## src/rtl/ex_operand_stage.sv

```systemverilog
// ID/EX operand stage: forwards register operands, selects the immediate for SrcB and
// buffers results in a two-entry skid buffer. Define EX_OPERAND_FWD_EN to enable MEM/WB forwarding.
module ex_operand_stage #(
  parameter int WIDTH      = 32,
  parameter int REG_ADDR_W = 5
) (
  input  logic                  clk,
  input  logic                  rst_n,
  input  logic                  flush,
  input  logic                  in_valid,
  output logic                  in_ready,
  input  logic [REG_ADDR_W-1:0] in_rs1_addr,
  input  logic [REG_ADDR_W-1:0] in_rs2_addr,
  input  logic [WIDTH-1:0]      in_rs1_data,
  input  logic [WIDTH-1:0]      in_rs2_data,
  input  logic [WIDTH-1:0]      in_imm,
  input  logic                  in_alusrc,
  input  logic [3:0]            in_aluctrl,
  input  logic [REG_ADDR_W-1:0] in_rd_addr,
  input  logic                  in_regwrite,
  input  logic                  fwd_mem_valid,
  input  logic                  fwd_wb_valid,
  input  logic [REG_ADDR_W-1:0] fwd_mem_rd,
  input  logic [REG_ADDR_W-1:0] fwd_wb_rd,
  input  logic [WIDTH-1:0]      fwd_mem_data,
  input  logic [WIDTH-1:0]      fwd_wb_data,
  output logic                  out_valid,
  input  logic                  out_ready,
  output logic [WIDTH-1:0]      SrcA,
  output logic [WIDTH-1:0]      SrcB,
  output logic [3:0]            ALUctrl,
  output logic [REG_ADDR_W-1:0] out_rd_addr,
  output logic                  out_regwrite
);

  typedef struct packed {
    logic [WIDTH-1:0]      srca;
    logic [WIDTH-1:0]      srcb;
    logic [3:0]            ctrl;
    logic [REG_ADDR_W-1:0] rd;
    logic                  rw;
  } entry_t;

  entry_t m_q, m_d, s_q, s_d, in_entry;
  logic   m_valid_q, m_valid_d, s_valid_q, s_valid_d;
  logic   accept, m_free;
  logic [WIDTH-1:0] rs1_val, rs2_val;

`ifdef EX_OPERAND_FWD_EN
  // MEM is the younger result, so it wins over WB; x0 is never forwarded.
  function automatic logic [WIDTH-1:0] fwd_sel(
    input logic [REG_ADDR_W-1:0] src,
    input logic [WIDTH-1:0]      rf,
    input logic                  mem_v,
    input logic [REG_ADDR_W-1:0] mem_rd,
    input logic [WIDTH-1:0]      mem_d,
    input logic                  wb_v,
    input logic [REG_ADDR_W-1:0] wb_rd,
    input logic [WIDTH-1:0]      wb_d
  );
    if (mem_v && (mem_rd == src) && (src != '0)) return mem_d;
    if (wb_v && (wb_rd == src) && (src != '0)) return wb_d;
    return rf;
  endfunction

  assign rs1_val = fwd_sel(in_rs1_addr, in_rs1_data, fwd_mem_valid, fwd_mem_rd, fwd_mem_data,
                           fwd_wb_valid, fwd_wb_rd, fwd_wb_data);
  assign rs2_val = fwd_sel(in_rs2_addr, in_rs2_data, fwd_mem_valid, fwd_mem_rd, fwd_mem_data,
                           fwd_wb_valid, fwd_wb_rd, fwd_wb_data);
`else
  logic unused_fwd;
  assign unused_fwd = ^{fwd_mem_valid, fwd_wb_valid, fwd_mem_rd, fwd_wb_rd,
                        fwd_mem_data, fwd_wb_data, in_rs1_addr, in_rs2_addr};
  assign rs1_val = in_rs1_data;
  assign rs2_val = in_rs2_data;
`endif

  always_comb begin
    in_entry      = '0;
    in_entry.srca = rs1_val;
    in_entry.srcb = in_alusrc ? in_imm : rs2_val;
    in_entry.ctrl = in_aluctrl;
    in_entry.rd   = in_rd_addr;
    in_entry.rw   = in_regwrite;
  end

  assign in_ready = !s_valid_q;
  assign accept   = in_valid && in_ready;
  assign m_free   = !m_valid_q || out_ready;

  always_comb begin
    m_d       = m_q;
    s_d       = s_q;
    m_valid_d = m_valid_q;
    s_valid_d = s_valid_q;
    if (flush) begin
      m_d       = '0;
      s_d       = '0;
      m_valid_d = 1'b0;
      s_valid_d = 1'b0;
    end else if (m_free) begin
      // S holds the older entry, so it drains ahead of any new input.
      if (s_valid_q) begin
        m_d       = s_q;
        m_valid_d = 1'b1;
        s_valid_d = 1'b0;
      end else if (accept) begin
        m_d       = in_entry;
        m_valid_d = 1'b1;
      end else begin
        m_valid_d = 1'b0;
      end
    end else if (accept) begin
      s_d       = in_entry;
      s_valid_d = 1'b1;
    end
  end

  always_ff @(posedge clk or negedge rst_n) begin
    if (!rst_n) begin
      m_q       <= '0;
      s_q       <= '0;
      m_valid_q <= 1'b0;
      s_valid_q <= 1'b0;
    end else begin
      m_q       <= m_d;
      s_q       <= s_d;
      m_valid_q <= m_valid_d;
      s_valid_q <= s_valid_d;
    end
  end

  assign out_valid    = m_valid_q;
  assign SrcA         = m_q.srca;
  assign SrcB         = m_q.srcb;
  assign ALUctrl      = m_q.ctrl;
  assign out_rd_addr  = m_q.rd;
  assign out_regwrite = m_q.rw;

endmodule

```

## config.mk

```make
export PLATFORM = sky130hd
export DESIGN_NAME = ex_operand_stage
export DESIGN_NICKNAME = d
export VERILOG_FILES = /design/src/rtl/ex_operand_stage.sv
export SDC_FILE = /design/constraint.sdc
export NUM_CORES = 1
export LEC_CHECK = 0
export ABC_AREA = 1
export ABC_CLOCK_PERIOD_IN_PS = 2550
export BUFFER_PORTS_ARGS = -buffer_cell sky130_fd_sc_hd__buf_2
export CAP_MARGIN = 5
export CORE_ASPECT_RATIO = 2
export CORE_UTILIZATION = 53
export CTS_CLUSTER_DIAMETER = 50
export CTS_CLUSTER_SIZE = 40
export DETAILED_ROUTE_END_ITERATION = 8
export PLACE_DENSITY = 0.86
export SLEW_MARGIN = 25
export SYNTH_ARGS = -nofsm -noshare
export SYNTH_HDL_FRONTEND = slang
export SYNTH_SLANG_ARGS = --single-unit
export TNS_END_PERCENT = 50
```

## constraint.sdc

```tcl
create_clock -name clk -period 2.55 [get_ports clk]
set_input_delay 0.51 -clock clk [delete_from_list [all_inputs] [get_ports clk]]
set_output_delay 0.51 -clock clk [all_outputs]
set_load 0.05 [all_outputs]
```

# --- Yosys cells after proc, flatten, opt, wreduce, memory -nomap -nowiden ---
# Index checks and enable logic that the tools add are counted.
totals:
  inputBits: 198
  regBits: 150
  out_inout_bits: 76
  elab_cells: 37
classes:
  mux: 14
  n_eq_ne: 1
  reduce_logical: 10
ops:
  columns: ["operator", "count"]
  rows:
  - ["$mux W74", 6]
  - ["$mux W32", 1]
  - ["$mux W1", 7]
  - ["$reduce_bool A3 Y1", 2]
  - ["$reduce_and A2 Y1", 2]
  - ["$reduce_bool A2 Y1", 2]
  - ["$logic_not A1 Y1", 2]
  - ["$ne A2 B2 Y1 const B", 1]
  - ["$logic_and A1 B1 Y1", 1]
  - ["$logic_or A1 B1 Y1", 1]

# --- Depth between registers and ports, before layout ---
# Gate-level depths: netlist of run 1.
logic_depth:
  ltp_word: 6
  ltp_mapped: 10
  depth_no_buf: 6

# --- Worst setup path before layout of run 1 ---
# No wires, ideal clock.
synth_path:
  path_kind: "register -> output"
  startpoint: "register s_valid_q"
  endpoint: "output in_ready"
  n_path_buf: 3
  required_ns: 2.040
  arrival_ns: 1.273
  stages_incl_launch_ff: 5
  slack_ns: 0.767
  cell_sequence: "dfrtp_1 -> buf_4 -> inv_2 -> buf_6 -> clkbuf_1"
synth_between:
  elab_chain_cells: 1
synth_lines:
  columns: ["element", "line_no", "rtl"]
  rows:
  - ["from (decl)", "45", "logic m_valid_q, m_valid_d, s_valid_q, s_valid_d;"]
  - ["from (signal assigned)", "129", "s_valid_q <= s_valid_d;"]
  - ["$logic_not A1 Y1", "87", "assign in_ready = !s_valid_q;"]
  - ["to (decl)", "11", "output logic in_ready,"]
# No other way between the ends.

# --- Worst setup path in the final report of run 1 ---
# Ends and elaborated chain as after synthesis.

==> results of run 1 <==
-- registers in the layout (all words and copies together), names as in the netlist --
name,cells
ALUctrl,4
SrcB,32
s_q,74
out_rd_addr,5
s_valid_q,1
out_valid,1
SrcA,32
out_regwrite,1
-- logic make-up after synthesis --
| group | count (synthesis) |
|---|---|
| and+or+nand+nor | 739 |
| buffers and inverters | 60 |
| DFF | 150 |
| AOI/OAI and AO/OA | 3 |
-- power by group --
part	total [W]	switching (W)	internal, W	leakage (nW)
Combinational	0.000922	0.000675	0.000247	2.99
Sequential	0.00256	0.0000613	0.00250	2.04
Clock	0.00252	0.000955	0.00156	0.286
Total	0.00600	0.00169	0.00431	5.32
-- final timing paths --
check                         startpoint  depth (start not counted)       end  slack [ps]
max                            s_valid_q                          3  in_ready         430
min                                rst_n                          1  SrcA[10]          90
max reg2reg                    s_valid_q                          7  SrcB[26]         510
min reg2reg                     SrcA[20]                          2  SrcA[20]         460
max in group asynchronous          rst_n                          2  SrcA[29]        1730
min in group clk           in_rd_addr[0]                          3    s_q[1]         310
-- per-layer routing --
metal,track usage [%],routed length [um]
met5,0,13
met4,7.55,200
met3,5.62,923
met2,42.6,8480
met1,31.9,7160
-- worst reg2reg max path, cell delays in order (launching register included) --
cell	delay, ps
dfrtp_1	390
clkinv_2	80
buf_12	370
nand2_1	200
a21oi_4	380
buf_12	310
nand2_1	170
nand2_1	90
-- stage by stage --
stage,cells,area [sq um],hold WS (ps),worst slack (ps)
2_1_floorplan,952,7090,214,767
3_3_place_gp,1250,8070,446,353
3_5_place_dp,1250,8070,451,325
4_1_cts,1281,8670,108,411
5_1_grt,1281,8670,119,341
6_report,1282,8670,85.3,426
-- layout make-up --
type	instances	area (sq um)	area share (%)
Clock inverter	11	150	1.73
Inverter	4	16.3	0.188
Antenna cell	1	2.50	0.0289
Sequential cell	150	3750	43.3
Timing Repair Buffer	202	1120	12.9
Clock buffer	20	447	5.15
Multi-Input combinational cell	742	2990	34.5
Tap cell	152	190	2.19
-- placed cells by master, fill, tap and decap left out --
cell type and count:
or2_2 32, nand3b_1 1, nand2_1 637, o21ai_0 1, nor2_2 1, buf_12 5, inv_1 2, clkinv_4 3
a21oi_1 1, clkbuf_16 17, buf_6 1, clkinv_2 3, bufinv_16 3, diode_2 1, nor2_4 3, inv_2 1
nand3_1 64, buf_2 186, dfrtp_1 150, a21oi_4 1, buf_4 10, nand2_2 1, clkbuf_8 1, clkinvlp_4 2
inv_6 1, clkbuf_1 2
==> impl_metrics.json, run 1 <==
{
  "crit_chain": "clkinv_2 > buf_12 > buf_2",
  "drive_gt1_share_pct": 24.0,
  "status": "complete, no violations",
  "synth_edf_count": 0,
  "hp-class": "primary input to asynchronous set/reset pin",
  "postCtsSetupRepairBufs": 0,
  "yosys.area.top_type": "dfrtp_1",
  "io_pins": 274,
  "fp.dieW_um": 83.8,
  "drc_errors": 0,
  "routed_via_density": 4.95,
  "yosysWarnings": 0,
  "slew_violations": 0,
  "fin_crit_ps": 2120,
  "synth-simple-area-share_pct": 41.6,
  "port_buffers": 187,
  "rsz0062_at_grt": "false",
  "fp-row-count": 59,
  "cp-start-kind": "register",
  "core_area_sq_mm": 0.0130,
  "wirelength_um": 16800,
  "path_clk_slew_ps": 60,
  "synth-compound-area-share_pct": 0.212,
  "syn_inst": 952,
  "irDropWorstVdd_uv": 484,
  "synthArstFlopShare_pct": 100,
  "final-hold-violation-count": 0,
  "ys_seq_area_share_pct": 53.0,
  "synthMuxAreaShare_pct": 0,
  "hpwl_um": 10900,
  "hold_buffers": 0,
  "fin_util_pct": 66.7,
  "syn-num-nets": 1150,
  "clkLatencyLatePin_ps": 410,
  "cts_root_buffer": "clkbuf_16",
  "grt_pass1_wl_um": 27700,
  "finalPower_w": 0.00600,
  "synthFlopType": "dfrtp_1",
  "antenna_left": 0,
  "skew_ps": 8.29,
  "antenna_found_initial": 2,
  "syn_to_final_growth_pct": 22.3,
  "vias": 6349,
  "fin_tns_setup_ps": 0,
  "synth_most_common_cell": "nand2_1",
  "start_util_pct": 54.5,
  "post_cts_resized": 0,
  "yosys.area_share.adder_pct": 0,
  "slew-limit-headroom_pct": 59.2,
  "path_max_fanout": 109,
  "synth_common_cells": "nand2_1 (637), dfrtp_1 (150), nand3_1 (64), or2_2 (32), buf_2 (20)",
  "htree_num_levels": 4,
  "synth_xor_area_share_pct": 0,
  "clkSinkCount": 150,
  "routedWlPerCell_um": 13.1,
  "tightestPinTransition_ps": 612,
  "required_ps": 2040,
  "critPathMaxStageDelay_ps": 390,
  "p_per_area_mw_per_mm2": 692,
  "dr.pass1.iters": 5,
  "synth_top_family_by_area": "simple AND/OR/NAND/NOR gates",
  "grt_max_degree": 110,
  "routabilityCongestion": 0.794,
  "die_area_sq_mm": 0.0139,
  "fmax_mhz": 471,
  "setup_viol": 0,
  "cts_buffer_depth": 2,
  "fillers": 1107,
  "cap_violations": 0,
  "synth.top_cell.area_share_pct": 53.0,
  "crit_buf_inv": 3,
  "critical-path-top-delay-family": "buffers and inverters",
  "arrival_ps": 1610,
  "die_y_um": 166,
  "tritoncts": "yes",
  "critical-path-slowest-cell": "dfrtp_1",
  "syn_avg_cell_area_sq_um": 7.44,
  "fin_crit_sh_pct": 83.3,
  "p_leak_nw": 5.32,
  "overflow": 0,
  "gr-usage-all-layers_pct": 25.1,
  "fin_nets": 1315,
  "yosysUniqueCellTypes": 16,
  "endpoint_kind": "primary output",
  "first_global_vias": 5850,
  "yosys-top-cells-area": "dfrtp_1 (53%), nand2_1 (34%), nand3_1 (4.5%)",
  "netlist_area_sq_mm": 0.00709,
  "cts_buffers": 17,
  "timing_worst_setup_path_type": "register to primary output",
  "drt_iter0_markers": 329,
  "ys_ff_latch": 150
}
Power figures use the tool's default switching activity.
==> inputs of run 2 (changes only) <==
ABC_AREA = 0   (was 1)
ABC_CLOCK_PERIOD_IN_PS = 1950   (was 2550)
CORE_UTILIZATION = 43   (was 53)
PLACE_DENSITY = 0.76   (was 0.86)
clock period = 1.95 ns   (was 2.55 ns; I/O delays follow)
==> impl_metrics.json, run 2 <==
{
  "htree_num_levels": 4,
  "antenna_cells": 0,
  "cp-start-kind": "register",
  "fp.dieW_um": 89.0,
  "ys_seq_area_share_pct": 57.7,
  "synth_common_cells": "dfrtp_1 (150), a22o_1 (74), mux2i_1 (74), o2bb2ai_1 (74), a21oi_1 (34)",
  "vias": 4914,
  "syn_inst": 496,
  "yosysWarnings": 0,
  "arrival_ps": 1480,
  "p_leak_nw": 4.16,
  "fillers": 1291,
  "endpoint_kind": "primary output",
  "synthFlopType": "dfrtp_1",
  "setup_viol": 0,
  "holdPathStages": 2,
  "fin_tns_setup_ps": 0,
  "r2r_slack_ps": 110,
  "clkLatencyLatePin_ps": 420,
  "routedWlPerCell_um": 17.9,
  "drt_iter0_markers": 205,
  "syn_avg_cell_area_sq_um": 13.1,
  "worstReg2RegEnd": "SrcB[26]",
  "first_global_vias": 5126,
  "gr-usage-all-layers_pct": 21.4,
  "regMostFlops": "s_q",
  "p_per_area_mw_per_mm2": 957,
  "min_to": "s_q[58]",
  "tritoncts": "yes",
  "largest_reg_flops": 74,
  "fin_crit_sh_pct": 95.7,
  "routabilityCongestion": 0.797,
  "overflow": 0,
  "min_from": "in_rs1_data[16]",
  "syn-num-nets": 694,
  "fin_nets": 875,
  "cap_violations": 0,
  "path_clk_slew_ps": 60,
  "fin_crit_ps": 1870,
  "dp.cells": 852,
  "yosys-top-cells-area": "dfrtp_1 (58%), mux2i_1 (11%), a22o_1 (10%)",
  "die_y_um": 176,
  "irDropWorstVdd_uv": 592,
  "synth.top_cell.area_share_pct": 57.7,
  "yosys.area.top_type": "dfrtp_1",
  "finalPower_w": 0.00803,
  "port_buffers": 187,
  "drc_errors": 0,
  "synthArstFlopShare_pct": 100,
  "status": "complete, no violations",
  "netlist_area_sq_mm": 0.00650,
  "synth_edf_count": 0,
  "cts_buffer_depth": 2,
  "antenna_found_initial": 0,
  "slew_violations": 0,
  "grt_max_degree": 46,
  "path_max_fanout": 33,
  "final-hold-violation-count": 0,
  "postCtsSetupRepairBufs": 0,
  "r2r-start": "s_valid_q",
  "timing_worst_setup_path_type": "register to primary output",
  "core_area_sq_mm": 0.0148,
  "yosysUniqueCellTypes": 19,
  "synth_most_common_cell": "dfrtp_1",
  "skew_ps": 11.0,
  "cts_buffers": 17,
  "antenna_left": 0,
  "final_cell_mix": "buf_2 (185), dfrtp_1 (149), mux2i_1 (74), o2bb2ai_1 (74), a22o_1 (74)",
  "start_util_pct": 43.9,
  "io_pins": 274,
  "die_area_sq_mm": 0.0157,
  "stdcell_count": 885,
  "rr_worst_depth": 5,
  "required_ps": 1560,
  "dr.pass1.iters": 5,
  "slew-limit-headroom_pct": 58.5,
  "syn_to_final_growth_pct": 28.9,
  "wirelength_um": 15800,
  "fp-row-count": 63,
  "tightestPinTransition_ps": 620,
  "rsz0062_at_grt": "false",
  "drive_gt1_share_pct": 35.4,
  "routed_via_density": 5.55,
  "cts_root_buffer": "clkbuf_16",
  "hp-class": "primary input to register",
  "clkSinkCount": 150,
  "ys_ff_latch": 150,
  "hpwl_um": 10800,
  "final_common_cell": "buf_2",
  "grt_pass1_wl_um": 25500,
  "fmax_mhz": 536
}
[run 2: worst max-delay path by stage]
stage | start | to | slack (ps) | cells past startpoint
after floorplan | out_valid | s_q[1] | 350 | 5
after global placement | in_valid | s_q[10] | -320 | 5
after detailed placement | s_valid_q | SrcB[6] | -70 | 5
after CTS | s_valid_q | in_ready | 30 | 3
after global routing | s_valid_q | SrcB[3] | 20 | 5
final | s_valid_q | in_ready | 80 | 3
[run 2: layer usage]
| metal | global-route usage (%) | wire length (um) | share of wire (%) |
|---|---|---|---|
| met4 | 10.1 | 418 | 2.6 |
| met3 | 4.35 | 817 | 5.2 |
| met1 | 26.1 | 6340 | 40 |
| met5 | 0 | 0 | 0 |
| met2 | 35.5 | 8220 | 52 |
[run 2: power by group]
part,switching [W],internal (W)
Sequential,0.0000860,0.00326
Clock,0.00134,0.00216
Combinational,0.000806,0.000386
[run 2: final cells by class]
| cell class | count | area (sq um) | area share (%) |
|---|---|---|---|
| inverter | 1 | 8.76 | 0.104 |
| tap | 195 | 244 | 2.91 |
| timing repair buffer | 209 | 1250 | 14.9 |
| multi-input combinational | 298 | 2500 | 29.8 |
| clock inverter | 14 | 199 | 2.37 |
| clock buffer | 18 | 429 | 5.12 |
| sequential | 150 | 3760 | 44.8 |
[run 2: logic make-up after synthesis]
group | after synthesis | share of synthesized area (%)
AOI/OAI and AO/OA | 182 | 22.5
DFF | 150 | 57.7
muxes | 74 | 11.4
buffers and inverters | 48 | 4.27
and+or+nand+nor | 42 | 4.10
[run 2: metrics by stage]
step                      utilization [%]  cell area [sq um]  hold WS, ps  setup WS [ps]
after global routing                 56.6               8390          199           21.3
after detailed placement             52.1               7720          364          -72.5
final                                56.6               8390          201           83.6
after global placement               51.9               7700          359           -317
after CTS                            56.5               8380          182           31.5
after floorplan                         -               6500         94.4            348
[run 2: critical path, stage by stage, from the launching register on]
cell	delay [ps]
dfrtp_4	480
buf_8	220
inv_6	160
buf_6	180
[run 2: what timing repair did]
item                                    CTS  global route
gates resized for setup                   5             2
hold buffers                              1             0
hold endpoints to repair                 40             0
endpoints found under the setup margin   30             7
pin swaps                                 0             0
==> inputs of run 3 (changes only) <==
--- a/config.mk
+++ b/config.mk
@@ -11,4 +11,5 @@
 export CAP_MARGIN = 5
 export CORE_ASPECT_RATIO = 2
+export CORE_MARGIN = 4
 export CORE_UTILIZATION = 43
 export CTS_CLUSTER_DIAMETER = 50
==> constraint.sdc (replaced) <==
create_clock -name clk -period 1.95 [get_ports clk]
set_input_delay 0 -clock clk [delete_from_list [all_inputs] [get_ports clk]]
set_output_delay 0 -clock clk [all_outputs]
set_load 0.05 [all_outputs]
==> impl_metrics.json, run 3 (same netlist as run 2, synthesis figures left out) <==
{
  "final_cell_mix": "buf_2 (186), dfrtp_1 (149), dlygate4sd3_1 (109)",
  "vias": 5392,
  "cp-start-kind": "register",
  "rsz0062_at_grt": "false",
  "stdcell_count": 985,
  "critPathMaxStageDelay_ps": 490,
  "htree_num_levels": 4,
  "start_util_pct": 43.9,
  "fmax_mhz": 538,
  "cts_buffer_depth": 2,
  "cap_violations": 0,
  "skew_ps": 13.3,
  "core_area_sq_mm": 0.0148,
  "drt_iter0_markers": 219,
  "largest_reg_flops": 74,
  "path_clk_slew_ps": 70,
  "drc_errors": 0,
  "fp.dieW_um": 95.0,
  "die_area_sq_mm": 0.0173,
  "critical-path-top-delay-family": "buffers and inverters",
  "irDropWorstVdd_uv": 659,
  "p_leak_nw": 4.57,
  "tritoncts": "yes",
  "critical-path-slowest-cell": "dfrtp_4",
  "drive_gt1_share_pct": 29.7,
  "routabilityCongestion": 0.741,
  "dr.pass1.iters": 4,
  "io_pins": 274,
  "cts_root_buffer": "clkbuf_16",
  "post_cts_resized": 0,
  "fin_crit_ps": 1860,
  "fp-row-count": 63,
  "hp-class": "primary input to register",
  "tightestPinTransition_ps": 910,
  "antenna_left": 0,
  "cts_buffers": 17,
  "clkSinkCount": 150,
  "gr-usage-all-layers_pct": 21.2,
  "clkLatencyLatePin_ps": 410,
  "arrival_ps": 1860,
  "die_y_um": 182,
  "slew-limit-headroom_pct": 39.3,
  "port_buffers": 187,
  "regMostFlops": "s_q",
  "crit_chain": "buf_12 > inv_2 > buf_12 > buf_2",
  "cp_common_cell": "buf_12",
  "grt_pass1_wl_um": 28900,
  "routed_via_density": 5.47,
  "m1WireLength_um": 7140,
  "required_ps": 1950,
  "syn_to_final_growth_pct": 43.9,
  "status": "complete, no violations",
  "crit_buf_inv": 4,
  "fin_crit_sh_pct": 95.2,
  "routedWlPerCell_um": 18.7,
  "first_global_vias": 5845,
  "wl_met2_um": 9790,
  "final_common_cell": "buf_2",
  "hold_ws_ps": 39.4,
  "antenna_cells": 0,
  "wirelength_um": 18400,
  "slew_violations": 0,
  "p_per_area_mw_per_mm2": 875,
  "antenna_found_initial": 0,
  "hpwl_um": 10900,
  "final-hold-violation-count": 0,
  "met3_length_um": 1050,
  "fin_tns_setup_ps": 0,
  "setup_viol": 0,
  "timing_worst_setup_path_type": "register to primary output",
  "grt_max_degree": 77,
  "overflow": 0,
  "fin_nets": 975,
  "endpoint_kind": "primary output",
  "dp.cells": 843,
  "top_layer_used": "met4",
  "path_max_fanout": 76,
  "fin_util_pct": 63.2
}
-- run 3: cell count changes in the layout (fill, tap and decap cells not counted), sizes merged --
cell         before  now
clkinvlp          4    1
clkbuf           18   19
clkinv            3    6
buf             208  199
nor2              2    3
inv               4    3
dlygate4sd3       1  109
-- run 3: tightest hold or removal path: stages --
cell     delay [ps]
buf_2            80
mux2i_1          70
a21oi_1         140
a22o_1          130
-- run 3: metrics by stage --
step | worst slack [ps] | total power, W | area, sq um
detailed placement | 42.3 | 0.00458 | 7650
global route | 69.9 | 0.00849 | 9360
floorplan | 348 | 0.00416 | 6500
global placement | 107 | 0.00455 | 7650
finish | 92.7 | 0.00818 | 9360
CTS | 23.4 | 0.00823 | 9350
-- run 3: worst paths after layout --
kind	startpoint	slack [ps]	to	depth (start not counted)
hold reg to reg	out_rd_addr[3]	480	out_rd_addr[3]	1
hold / removal	in_imm[15]	40	SrcB[15]	4
min in group asynchronous	rst_n	110	SrcB[7]	2
max in group asynchronous	rst_n	1190	SrcA[6]	3
setup reg to reg	s_valid_q	170	s_q[55]	3
setup / recovery	s_valid_q	90	in_ready	4
-- run 3: cell type report --
class / instances / area (sq um)
well taps: 195 / 244
clock inverters: 13 / 179
repair buffers: 308 / 2240
flip-flops and latches: 150 / 3760
fillers: 1151 / 5460
multi-input cells: 299 / 2510
clock buffers: 19 / 433
inverters: 1 / 3.75
-- run 3: where the power goes --
part           switching (W)  leakage, nW  total (W)  internal, W
sequential         0.0000891         2.04    0.00335      0.00326
clock                0.00131        0.301    0.00345      0.00214
combinational       0.000857         2.23    0.00139     0.000531
total                0.00225         4.57    0.00818      0.00593
-- run 3: what timing repair did --
item / CTS / global route
buffers inserted: 0 / 0
endpoints found under the setup margin: 0 / 39
endpoints found under the hold margin: 268 / 0
hold buffers: 109 / 0
-- run 3: layer usage --
| metal | vias up | global-route usage, % |
|---|---|---|
| li1 | 2458 | - |
| met2 | 223 | 37.1 |
| met3 | 35 | 4.60 |
| met1 | 2676 | 24.5 |
| met4 | 0 | 9.08 |
| met5 | - | 0 |
